### src/rtl/jt12_timer_pkg.sv
// Shared widths, limits and default prescaler ratios for the OPN Timer A/B block.
package jt12_timer_pkg;

  localparam int TA_W = 10;
  localparam int TB_W = 8;

  localparam logic [TA_W-1:0] TA_MAX = 10'h3FF;
  localparam logic [TB_W-1:0] TB_MAX = 8'hFF;

  localparam int DEF_A_PRES = 24;
  localparam int DEF_B_PRES = 16;

  // Prescaler widths cover the full legal ratio ranges (A: 1..63, B: 1..31).
  localparam int PRE_A_W = 6;
  localparam int PRE_B_W = 5;

endpackage

### src/rtl/jt12_opn_timers_if.sv
// Register-side bundle of the timer block: reload values, control bits, flags and IRQ.
interface jt12_opn_timers_if;
  import jt12_timer_pkg::*;

  logic            clk_en;
  logic [TA_W-1:0] value_A;
  logic [TB_W-1:0] value_B;
  logic            load_A;
  logic            load_B;
  logic            en_irq_A;
  logic            en_irq_B;
  logic            clr_flag_A;
  logic            clr_flag_B;
  logic            flag_A;
  logic            flag_B;
  logic            overflow_A;
  logic            irq_n;

  modport master (
    output clk_en, value_A, value_B, load_A, load_B,
           en_irq_A, en_irq_B, clr_flag_A, clr_flag_B,
    input  flag_A, flag_B, overflow_A, irq_n
  );

  modport slave (
    input  clk_en, value_A, value_B, load_A, load_B,
           en_irq_A, en_irq_B, clr_flag_A, clr_flag_B,
    output flag_A, flag_B, overflow_A, irq_n
  );

endinterface

### src/rtl/jt12_opn_timer_ch.sv
// One OPN timer channel: load-edge detect, up-counter with reload, overflow pulse, flag.
module jt12_opn_timer_ch
  import jt12_timer_pkg::*;
#(
  parameter int             W   = TA_W,
  parameter logic [W-1:0]   MAX = '1
) (
  input  logic         clk,
  input  logic         rst,
  input  logic         i_tick,
  input  logic         i_load,
  input  logic [W-1:0] i_value,
  input  logic         i_en_irq,
  input  logic         i_clr,
  output logic         o_flag,
  output logic         o_overflow
);

  logic         r_load_d;
  logic [W-1:0] r_cnt;
  logic         r_overflow;
  logic         r_flag;

  logic         w_load_edge;
  logic         w_ovf;

  assign w_load_edge = i_load & ~r_load_d;
  // A load edge swallows a coincident tick, so it can never overflow in that cycle.
  assign w_ovf       = i_load & i_tick & ~w_load_edge & (r_cnt == MAX);

  // NOTE: all state uses non-blocking assignments so every register samples
  // pre-edge values and the block order inside always_ff does not matter.
  always_ff @(posedge clk or posedge rst) begin
    if (rst) begin
      r_load_d   <= 1'b0;
      r_cnt      <= '0;
      r_overflow <= 1'b0;
      r_flag     <= 1'b0;
    end else begin
      r_load_d   <= i_load;
      r_overflow <= w_ovf;

      if (w_load_edge || w_ovf) begin
        r_cnt <= i_value;
      end else if (i_load && i_tick) begin
        r_cnt <= r_cnt + W'(1);
      end

      // Set has priority over clear so an overflow event is never lost.
      if (w_ovf && i_en_irq) begin
        r_flag <= 1'b1;
      end else if (i_clr) begin
        r_flag <= 1'b0;
      end
    end
  end

  assign o_flag     = r_flag;
  assign o_overflow = r_overflow;

endmodule

### src/rtl/jt12_opn_timers.sv
// OPN Timer A/B: FM-sample and Timer B prescalers, two timer channels, registered IRQ.
module jt12_opn_timers
  import jt12_timer_pkg::*;
#(
  parameter int A_PRES = DEF_A_PRES,
  parameter int B_PRES = DEF_B_PRES
) (
  input  logic           clk,
  input  logic           rst,
  jt12_opn_timers_if.slave bus
);

  logic [PRE_A_W-1:0] r_pre_a;
  logic [PRE_B_W-1:0] r_pre_b;
  logic               r_irq_n;

  logic w_tick_a;
  logic w_tick_b;
  logic w_flag_a;
  logic w_flag_b;
  logic w_ovf_a;
  logic w_ovf_b_unused;

  assign w_tick_a = bus.clk_en && (r_pre_a == PRE_A_W'(A_PRES - 1));
  assign w_tick_b = w_tick_a   && (r_pre_b == PRE_B_W'(B_PRES - 1));

  // Prescalers are free-running; timer load bits never restart them.
  always_ff @(posedge clk or posedge rst) begin
    if (rst) begin
      r_pre_a <= '0;
      r_pre_b <= '0;
      r_irq_n <= 1'b1;
    end else begin
      if (bus.clk_en) begin
        r_pre_a <= w_tick_a ? '0 : r_pre_a + PRE_A_W'(1);
      end
      if (w_tick_a) begin
        r_pre_b <= w_tick_b ? '0 : r_pre_b + PRE_B_W'(1);
      end
      r_irq_n <= ~(w_flag_a | w_flag_b);
    end
  end

  jt12_opn_timer_ch #(.W(TA_W), .MAX(TA_MAX)) u_ch_a (
    .clk        (clk),
    .rst        (rst),
    .i_tick     (w_tick_a),
    .i_load     (bus.load_A),
    .i_value    (bus.value_A),
    .i_en_irq   (bus.en_irq_A),
    .i_clr      (bus.clr_flag_A),
    .o_flag     (w_flag_a),
    .o_overflow (w_ovf_a)
  );

  // Timer B has no overflow pulse output; its channel pulse is left dangling.
  jt12_opn_timer_ch #(.W(TB_W), .MAX(TB_MAX)) u_ch_b (
    .clk        (clk),
    .rst        (rst),
    .i_tick     (w_tick_b),
    .i_load     (bus.load_B),
    .i_value    (bus.value_B),
    .i_en_irq   (bus.en_irq_B),
    .i_clr      (bus.clr_flag_B),
    .o_flag     (w_flag_b),
    .o_overflow (w_ovf_b_unused)
  );

  assign bus.flag_A     = w_flag_a;
  assign bus.flag_B     = w_flag_b;
  assign bus.overflow_A = w_ovf_a;
  assign bus.irq_n      = r_irq_n;

endmodule

### src/flat_wrapper.sv
// flat-port wrapper written by rule: the top's interface ports become plain ports
module jt12_opn_timers_flat import jt12_timer_pkg::*;
#(
  parameter int A_PRES = DEF_A_PRES,
  parameter int B_PRES = DEF_B_PRES
)
  (clk, rst, bus_clk_en, bus_value_A, bus_value_B, bus_load_A, bus_load_B, bus_en_irq_A, bus_en_irq_B, bus_clr_flag_A, bus_clr_flag_B, bus_flag_A, bus_flag_B, bus_overflow_A, bus_irq_n);
  jt12_opn_timers_if bus_i ();
  input  logic clk;
  input  logic rst;
  input wire logic [$bits(bus_i.clk_en)-1:0] bus_clk_en;
  input wire logic [$bits(bus_i.value_A)-1:0] bus_value_A;
  input wire logic [$bits(bus_i.value_B)-1:0] bus_value_B;
  input wire logic [$bits(bus_i.load_A)-1:0] bus_load_A;
  input wire logic [$bits(bus_i.load_B)-1:0] bus_load_B;
  input wire logic [$bits(bus_i.en_irq_A)-1:0] bus_en_irq_A;
  input wire logic [$bits(bus_i.en_irq_B)-1:0] bus_en_irq_B;
  input wire logic [$bits(bus_i.clr_flag_A)-1:0] bus_clr_flag_A;
  input wire logic [$bits(bus_i.clr_flag_B)-1:0] bus_clr_flag_B;
  output wire logic [$bits(bus_i.flag_A)-1:0] bus_flag_A;
  output wire logic [$bits(bus_i.flag_B)-1:0] bus_flag_B;
  output wire logic [$bits(bus_i.overflow_A)-1:0] bus_overflow_A;
  output wire logic [$bits(bus_i.irq_n)-1:0] bus_irq_n;
  assign bus_i.clk_en = bus_clk_en;
  assign bus_i.value_A = bus_value_A;
  assign bus_i.value_B = bus_value_B;
  assign bus_i.load_A = bus_load_A;
  assign bus_i.load_B = bus_load_B;
  assign bus_i.en_irq_A = bus_en_irq_A;
  assign bus_i.en_irq_B = bus_en_irq_B;
  assign bus_i.clr_flag_A = bus_clr_flag_A;
  assign bus_i.clr_flag_B = bus_clr_flag_B;
  assign bus_flag_A = bus_i.flag_A;
  assign bus_flag_B = bus_i.flag_B;
  assign bus_overflow_A = bus_i.overflow_A;
  assign bus_irq_n = bus_i.irq_n;
  jt12_opn_timers #(.A_PRES(A_PRES), .B_PRES(B_PRES)) u_core (.clk(clk), .rst(rst), .bus(bus_i));
endmodule
### config.mk
export PLATFORM = sky130hd
export DESIGN_NAME = jt12_opn_timers_flat
export DESIGN_NICKNAME = d
export VERILOG_FILES = /design/src/rtl/jt12_timer_pkg.sv /design/src/rtl/jt12_opn_timers_if.sv /design/src/rtl/jt12_opn_timer_ch.sv /design/src/rtl/jt12_opn_timers.sv /design/src/flat_wrapper.sv
export SDC_FILE = /design/constraint.sdc
export NUM_CORES = 1
export LEC_CHECK = 0
export ABC_AREA = 1
export CAP_MARGIN = 20
export CORE_MARGIN = 3
export CORE_UTILIZATION = 29
export CTS_CLUSTER_DIAMETER = 40
export DETAILED_ROUTE_END_ITERATION = 7
export SLEW_MARGIN = 20
export SYNTH_ARGS = -nofsm -noshare
export SYNTH_HDL_FRONTEND = slang
export SYNTH_SLANG_ARGS = --single-unit
### constraint.sdc
create_clock -name clk -period 1.9 [get_ports clk]
set_input_delay 0.285 -clock clk [delete_from_list [all_inputs] [get_ports clk]]
set_output_delay 0.285 -clock clk [all_outputs]
set_load 0.02 [all_outputs]
Word level (Yosys, flattened, before mapping):

Cells that the tools add are included.

* input bits: 27
* word-level logic and storage cells: 54
* flip-flop bits (word level): 35
* output and inout bits: 4

* bitwise gates (word level): 14
* reduce and logical (&&, ||, !) cells: 12
* mux-type cells: 10
* add/subtract/negate cells: 4
* eq/ne operators: 4

Operators with widths (count)
* two-way mux 10 bit: 2
* two-way mux 8 bit: 2
* adder 10 x 1 -> 10 bit (second input constant): 1
* == test 10 bit (second input constant): 1
* adder 8 x 1 -> 8 bit (second input constant): 1
* AND 1 bit: 8
* == test 8 bit (second input constant): 1
* nonzero test 2 bit: 4
* adder 6 x 1 -> 6 bit (second input constant): 1
* == test 6 x 5 -> 1 bit (second input constant): 1
* logical AND 1 bit: 6
* two-way mux 6 bit: 1
* adder 5 x 1 -> 5 bit (second input constant): 1
* == test 5 x 4 -> 1 bit (second input constant): 1
* two-way mux 5 bit: 1
* NOT 1 bit: 5
* two-way mux 1 bit: 4
* logical OR 1 bit: 2
* bitwise OR 1 bit: 1

Logic depth before layout (Yosys ltp):

Gate-level depths: netlist (run 1).

* depth after elaboration: 8
* gate-level depth with buffers: 9
* gate-level depth less buffers: 9

Hierarchy:

A second synthesis (run 1) with hierarchy kept.

* cells, all modules: 307
* area total of the unflattened synthesis: 2222.1 um^2

Modules (own cells, without submodules)
* jt12_opn_timer_ch (u_core.u_ch_a): seq. area each 325.3 um^2, area each 862.1 um^2, times used 1, cells each 122
* jt12_opn_timer_ch (u_core.u_ch_b): seq. area each 275.3 um^2, area each 733.2 um^2, times used 1, cells each 106
* jt12_opn_timers: seq. area each 301.5 um^2, area each 626.9 um^2, times used 1, cells each 79

Worst setup path before layout (run 1):

No wires, ideal clock.

* path kind: register -> register
* start: register u_core.r_pre_a[0]
* end: register u_core.u_ch_a.r_cnt[8]
* cell stages (with the launch flop): 10
* data arrival time: 1.380 ns
* clock period less this slack: 1.502 ns
* path slack: 0.398 ns
* cell sequence: dfrtp_1 ha_1 nand3_4 nor2_8 nand2_2 o21ai_2 buf_6 nand2_1 nand3_1 nand2_1

* word-level cells in the longest chain between the ends: 7
* elaborated cells between the ends (all ways): 9
* classes of those cells: eq/ne: 1; mux: 1; bitwise: 3; reduce/logical: 4

Ends and longest elaborated chain
* from (decl): line jt12_opn_timers.sv:13 `logic [PRE_A_W-1:0] r_pre_a;`
* from (signal assigned): line jt12_opn_timers.sv:35 `r_pre_a <= w_tick_a ? '0 : r_pre_a + PRE_A_W'(1);`
* == test 6 x 5 -> 1 bit (*): line jt12_opn_timers.sv:24 `assign w_tick_a = bus.clk_en && (r_pre_a == PRE_A_W'(A_PRES - 1));`
* logical AND 1 bit (*): line jt12_opn_timers.sv:24
* AND 1 bit (3 in a row): line jt12_opn_timer_ch.sv:29 `assign w_ovf = i_load & i_tick & ~w_load_edge & (r_cnt == MAX);`
* logical OR 1 bit: line jt12_opn_timer_ch.sv:43 `if (w_load_edge || w_ovf) begin`
* two-way mux 10 bit / nonzero test 2 bit (equally long branches)
* to (signal assigned): line jt12_opn_timer_ch.sv:44 `r_cnt <= i_value;`
* to (signal assigned): line jt12_opn_timer_ch.sv:46 `r_cnt <= r_cnt + W'(1);`
* to (decl): line jt12_opn_timer_ch.sv:20 `logic [W-1:0] r_cnt;`

Mark *: on every way between the ends. The rest lies on a longest branch, timed or not.
A chain may end at the register's enable or synchronous reset.

Final worst setup path (run 1):

* start: register u_core.r_pre_a[0]
* end: register u_core.u_ch_b.r_cnt[3]

* word-level cells in the longest chain between the ends: 8
* elaborated cells between the ends (all ways): 10
* classes of those cells: eq/ne: 1; mux: 1; bitwise: 3; reduce/logical: 5

Ends and longest elaborated chain
* == test 6 x 5 -> 1 bit (*): line jt12_opn_timers.sv:24
* logical AND 1 bit (*): line jt12_opn_timers.sv:24
* logical AND 1 bit (*): line jt12_opn_timers.sv:25 `assign w_tick_b = w_tick_a && (r_pre_b == PRE_B_W'(B_PRES - 1));`
* AND 1 bit (3 in a row): line jt12_opn_timer_ch.sv:29
* logical OR 1 bit: line jt12_opn_timer_ch.sv:43
* two-way mux 8 bit / nonzero test 2 bit (equally long branches)
* to (signal assigned): line jt12_opn_timer_ch.sv:44
* to (signal assigned): line jt12_opn_timer_ch.sv:46
* to (decl): line jt12_opn_timer_ch.sv:20

Marked as above.

==> results of run 1 <==
[flip-flops by register name, summed over array words and instances (netlist names)]
register / count
u_core.u_ch_b.o_flag: 1
u_core.u_ch_a.o_overflow: 1
u_core.r_pre_a: 6
u_core.u_ch_a.o_flag: 1
u_core.u_ch_a.r_cnt: 10
u_core.u_ch_b.r_load_d: 1
u_core.r_pre_b: 5
u_core.u_ch_a.r_load_d: 1
u_core.bus.irq_n: 1
u_core.u_ch_b.r_cnt: 8
[kinds of logic after synthesis]
group / synth area share [%]
flip-flops: 42.7
AND/OR/NAND/NOR: 34.0
AO/OA/AOI/OAI: 7.25
buffers and inverters: 8.47
adder cells (fa/ha/maj): 2.44
XOR/XNOR: 5.12
[synthesized netlist by cell type (2+ instances only)]
cell type / instances
sky130_fd_sc_hd__o211ai_1: 7
sky130_fd_sc_hd__nand4_1: 7
sky130_fd_sc_hd__nand2_1: 72
sky130_fd_sc_hd__o21ai_0: 6
sky130_fd_sc_hd__or2_2: 2
sky130_fd_sc_hd__nand3_1: 33
sky130_fd_sc_hd__nor2_1: 18
sky130_fd_sc_hd__inv_1: 39
sky130_fd_sc_hd__nand3_2: 4
sky130_fd_sc_hd__xor2_1: 8
sky130_fd_sc_hd__nor2_2: 3
sky130_fd_sc_hd__nand2_2: 3
sky130_fd_sc_hd__xnor2_1: 4
sky130_fd_sc_hd__ha_1: 4
sky130_fd_sc_hd__dfrtp_1: 34
sky130_fd_sc_hd__a21oi_1: 7
[routing by layer]
layer	wire, um	vias to the layer above	track usage (%)
li1	-	927	-
met1	2200	820	15.5
met2	2020	22	18.7
met3	96	5	2.76
met4	68	0	4.59
met5	0	-	0
[how the worst min path moves through the flow]
stage	to	slack [ps]	cells past startpoint
2_1_floorplan	u_core.u_ch_a.r_load_d	320	0
3_3_place_gp	u_core.bus.irq_n	410	1
3_5_place_dp	u_core.bus.irq_n	410	1
4_1_cts	u_core.r_pre_b[0]	410	3
5_1_grt	u_core.r_pre_b[4]	430	3
6_report	u_core.u_ch_b.r_cnt[5]	390	3
[worst min-delay path, cell delays in order]
cell and delay, ps:
sky130_fd_sc_hd__clkdlybuf4s50_1 390, sky130_fd_sc_hd__inv_1 50, sky130_fd_sc_hd__buf_4 390
[layout make-up]
class                      instances  area, um^2
fill                             746        4180
multi-input combinational        186        1000
sequential                        35         877
timing repair buffer              40         388
inverter                          40         150
tap                               96         120
clock buffer                       5        68.8
clock inverter                     3        43.8
[where the power goes]
part           switching, mW  total, mW  internal, mW
Sequential             0.165       1.06         0.890
Combinational          0.281      0.539         0.257
Clock                  0.295      0.686         0.391
Total                  0.741       2.28          1.54
==> results.yml, run 1 <==
clock_tree:
  numClockSinks: 35
  cts-hold-fix-buffers: 0
  source_to_sink_clock_delay_at_the_later_pin_of_the_worst_skew_pair_ps: 290
  cts.path.max_buffers: 2
  cts-buffers-inserted: 5
  cts.reportedPaths.clkPinSlew_ps: 80
  clock_tree.root_cell: "sky130_fd_sc_hd__clkbuf_8"
  clock_tree_from_tritoncts: "built"
  cts_repair_resize_count: 0
  cts_post_setup_buffers_inserted: 0
  clock_tree.htree_level_count: 2
routing:
  viasPerCell: 4.38
  count_of_unresolved_drc_violations_after_routing: 0
  route.detailed.wl_per_inst_um: 10.8
  route.antenna.remaining_nets: 0
  via_count: 1774
  dr.first_iter.drc_count: 104
  drt_pass1_iterations: 4
  wirelength_um: 4390
timing:
  final.setup.worst_slack_ps: 178
  timing.final.crit_period_ps: 1720
  relSlewSlack_pct: 69.3
  max_frequency_mhz: 581
  max_slew.worst_pin.slew_ps: 461
  skew_ps: 8.15
  fin_worst_hold_slack_ps: 389
  final_max_slew_viol_count: 0
  setup_failing_eps_final: 0
  rsz0062_at_grt: "false"
  finalHoldViolations: 0
  totalNegativeSetupSlack_ps: 0
  final_min_period_over_clock_period_pct: 90.6
place:
  detailed_place_hpwl_um: 3250
  io_buffer_count: 30
  post_dp_cell_area_mm2: 0.00254
  dp_slack_ps: 14.9
  place_congestion: 0.874
  dp_cells: 397
setup_path:
  worst_setup_path_start_kind: "flip-flop"
  cp_max_fo: 9
  timing.critical_path.slowest_cell_delay_ps: 390
  worstSetupStartpoint: "u_core.r_pre_a[0]"
  timing.critical_path.max_delay_family: "simple AND/OR/NAND/NOR gates"
  max_stage_delay_cell_worst_path: "sky130_fd_sc_hd__dfrtp_1"
  worst-setup-path-type: "flip-flop to flip-flop"
  r2r_slack_ps: 180
  critPathCaptureType: "flip-flop"
  worstSetupEndpoint: "u_core.u_ch_b.r_cnt[3]"
  critPathBufInv: 0
  critical_path.reg2reg.startpoint: "u_core.r_pre_a[0]"
  required_ps: 2130
  cp.arrival_ps: 1950
  worst_r2r_endpoint: "u_core.u_ch_b.r_cnt[3]"
  worst-path-stages: 9
  rr_worst_depth: 9
  crit_chain: "ha_1 > nand2_1 > nor2_1 > nand2_2 > nor2_2 > nand3_2 > nand3_1 > nand3_1 > nand2_1"
die:
  rows: 30
  die-area_mm2: 0.00813
  core_region_area_mm2: 0.00683
  io-pin-count: 31
  initial_util_pct: 30.1
  chipHeight_um: 90.1
  die_width_um: 90.1
global_route:
  groute.usage.overall_pct: 11.8
  grt_max_degree: 36
  grt_first_pass_wirelength_um: 7780
  globalRoute.totalOverflow: 0
  antenna_found_initial: 0
  grt_pass1_vias: 1734
pwr:
  total_power_mw: 2.28
  worst_ir_drop_vdd_mv: 0.361
  p_leak_nw: 1.28
  power.density_mw_per_mm2: 860
cells_and_area:
  post_route_cells_drive_above_1_share_pct: 12.0
  areaGrowthSynthToFinish_pct: 29.1
  mostFrequentLayoutCells: "72 x sky130_fd_sc_hd__nand2_1, 39 x sky130_fd_sc_hd__inv_1, 34 x sky130_fd_sc_hd__dfrtp_1"
  layout.cells.most_common: "sky130_fd_sc_hd__nand2_1"
  post-route-util_pct: 38.8
  final_net_count: 339
  layoutNonFillerInstCount: 405
  postLayoutCellArea_mm2: 0.00265
  ant_diodes: 0
yosys:
  syn-num-nets: 295
  seq_area_frac_synth_pct: 42.7
  post_synth_inst_count: 264
  netlist_top_cells_area: "sky130_fd_sc_hd__dfrtp_1 41%, sky130_fd_sc_hd__nand2_1 13%, sky130_fd_sc_hd__nand3_1 8.0%, sky130_fd_sc_hd__inv_1 7.1%, sky130_fd_sc_hd__xor2_1 3.4%"
  number_of_flops_mapped_to_enable_cells_by_yosys: 0
  dominantRegCellSynth: "sky130_fd_sc_hd__dfrtp_1"
  netlist.top_cell.by_area: "sky130_fd_sc_hd__dfrtp_1"
  synth_warnings: 0
  synthDominantCellAreaShare_pct: 41.4
  post_synth_instance_area_mm2: 0.00205
  ys_seq_elements: 35
  ys_async_sr_fraction_pct: 100
  synth_area_per_cell_um2: 7.78
  post_synth_num_cell_types: 29
run_status:
  status: "completed"
hold_path:
  hp-class: "input pin to asynchronous set/reset pin"
run:
  cap_viol_max_count: 0
Power figures use the tool's default switching activity.
==> inputs of run 2 (changes only) <==
- CORE_UTILIZATION: 29 -> 50
- PLACE_DENSITY: default -> 0.75
==> run 2 against run 1 <==
Non-clock buffer count up 1. Sequential share of layout area up 1.1 points. Flip-flop and latch count unchanged. Register-to-register slack better by 60 ps. Die area down 40%. Clock-buffer cell count up 2. Core utilization up 29 points. Largest power group unchanged.
==> results.yml, run 2 (synthesis results as in run 1) <==
run_status:
  status: "completed"
setup_path:
  worst_setup_path_start_kind: "flip-flop"
  required_ps: 1620
  timing.critical_path.max_delay_family: "buffers and inverters"
  max_stage_delay_cell_worst_path: "sky130_fd_sc_hd__clkdlybuf4s50_1"
  timing.critical_path.slowest_cell_delay_ps: 600
  crit_chain: "clkdlybuf4s50_1"
  worst-path-stages: 1
  worst-setup-path-type: "flip-flop to output pin"
  rr_worst_depth: 8
  critPathBufInv: 1
  cp.arrival_ps: 1400
  cp_max_fo: 1
  critPathCaptureType: "output pin"
die:
  chipHeight_um: 70.1
  die-area_mm2: 0.00491
  core_region_area_mm2: 0.00380
  io-pin-count: 31
  initial_util_pct: 54.1
  rows: 22
  die_width_um: 70.1
place:
  dp_slack_ps: -86.6
  place_congestion: 0.890
  post_dp_cell_area_mm2: 0.00247
  detailed_place_hpwl_um: 3010
  io_buffer_count: 30
routing:
  wirelength_um: 4110
  viasPerCell: 4.99
  dr.first_iter.drc_count: 86
  count_of_unresolved_drc_violations_after_routing: 0
  route.detailed.wl_per_inst_um: 11.5
  via_count: 1786
  route.antenna.remaining_nets: 0
  drt_pass1_iterations: 4
global_route:
  grt_pass1_vias: 1647
  grt_first_pass_wirelength_um: 7200
  groute.usage.overall_pct: 18.3
  grt_max_degree: 36
  antenna_found_initial: 0
  globalRoute.totalOverflow: 0
pwr:
  p_leak_nw: 1.27
  power.density_mw_per_mm2: 823
  worst_ir_drop_vdd_mv: 0.623
cells_and_area:
  nFillCells: 333
  layout.cells.most_common: "sky130_fd_sc_hd__nand2_1"
  largest_register_ff_count: 10
  mostFrequentLayoutCells: "72 x sky130_fd_sc_hd__nand2_1, 39 x sky130_fd_sc_hd__inv_1, 34 x sky130_fd_sc_hd__dfrtp_1"
  post_route_cells_drive_above_1_share_pct: 11.6
  largest_register: "u_core.u_ch_a.r_cnt"
  postLayoutCellArea_mm2: 0.00256
  seq_area_um2: 877
  post-route-util_pct: 67.4
  ant_diodes: 0
  final_net_count: 340
  areaGrowthSynthToFinish_pct: 24.7
  multi_input_area_mm2: 0.00101
  biggest_regs: "u_core.u_ch_a.r_cnt: 10 flops, u_core.u_ch_b.r_cnt: 8 flops, u_core.r_pre_a: 6 flops"
timing:
  finalHoldViolations: 0
  skew_ps: 4.49
  final_min_period_over_clock_period_pct: 88.5
  timing.final.crit_period_ps: 1680
  max_slew.worst_pin.slew_ps: 434
  relSlewSlack_pct: 71.1
  final.setup.worst_slack_ps: 219
  rsz0062_at_grt: "false"
  final_max_slew_viol_count: 0
  setup_failing_eps_final: 0
  max_frequency_mhz: 595
clock_tree:
  cts.path.max_buffers: 2
  clock_tree_from_tritoncts: "built"
  cts-buffers-inserted: 5
  clock_tree.root_cell: "sky130_fd_sc_hd__clkbuf_8"
  source_to_sink_clock_delay_at_the_later_pin_of_the_worst_skew_pair_ps: 280
  cts.reportedPaths.clkPinSlew_ps: 70
  clock_tree.htree_level_count: 2
  numClockSinks: 35
hold_path:
  hp-class: "input pin to asynchronous set/reset pin"
run:
  cap_viol_max_count: 0
## run 2: path summary, 6_finish.rpt
path	from	to	slack, ps
worst max-delay path	u_core.bus.irq_n	bus_irq_n	220
worst min-delay path	rst	u_core.u_ch_b.r_cnt[6]	390
worst max register to register	u_core.u_ch_a.r_cnt[0]	u_core.u_ch_a.r_cnt[9]	240
worst min register to register	u_core.u_ch_a.o_flag	u_core.bus.irq_n	420
max in group asynchronous	rst	u_core.bus.irq_n	1170
min in group clk	u_core.u_ch_a.o_flag	u_core.bus.irq_n	420
## run 2: cell type report
class	count	share of cell area, %
Inverter	40	5.86
Sequential cell	35	34.2
Timing Repair Buffer	41	14.9
Multi-Input combinational cell	186	39.4
Clock buffer	7	2.98
Tap cell	48	2.34
Clock inverter	1	0.195
## run 2: power by group
| part | total, mW | switching (mW) | internal, mW |
|---|---|---|---|
| Sequential | 1.06 | 0.166 | 0.891 |
| Combinational | 0.536 | 0.280 | 0.256 |
| Clock | 0.516 | 0.259 | 0.257 |
| Total | 2.11 | 0.704 | 1.40 |
## run 2: what timing repair did
action                                  in CTS  in global routing
gates resized for setup                      0                  1
hold buffers                                 0                  0
buffers inserted                             0                  0
endpoints found under the setup margin       0                  3
hold endpoints to repair                     0                  0
## run 2: worst min-delay path: cells and delay by family
kind                   cells  cell delay, ps
buffers and inverters      3             820
## run 2: stage by stage
stage               hold slack (ps)  TNS (ps)  power, mW  instances
floorplan                       316         0       1.44        264
global placement                410     -97.6       1.58        350
detailed placement              408      -202       1.60        350
CTS                             405         0       2.12        358
global route                    449         0       2.27        358
finish                          394         0       2.11        358
## run 2: layer usage
layer  GRT usage [%]  vias to the layer above  share of wire, %
met3            5.18                        7               5.3
li1                -                      935                 -
met5               0                        -                 0
met4            7.45                        0               1.3
met2            27.6                       35                45
met1            24.5                      809                48
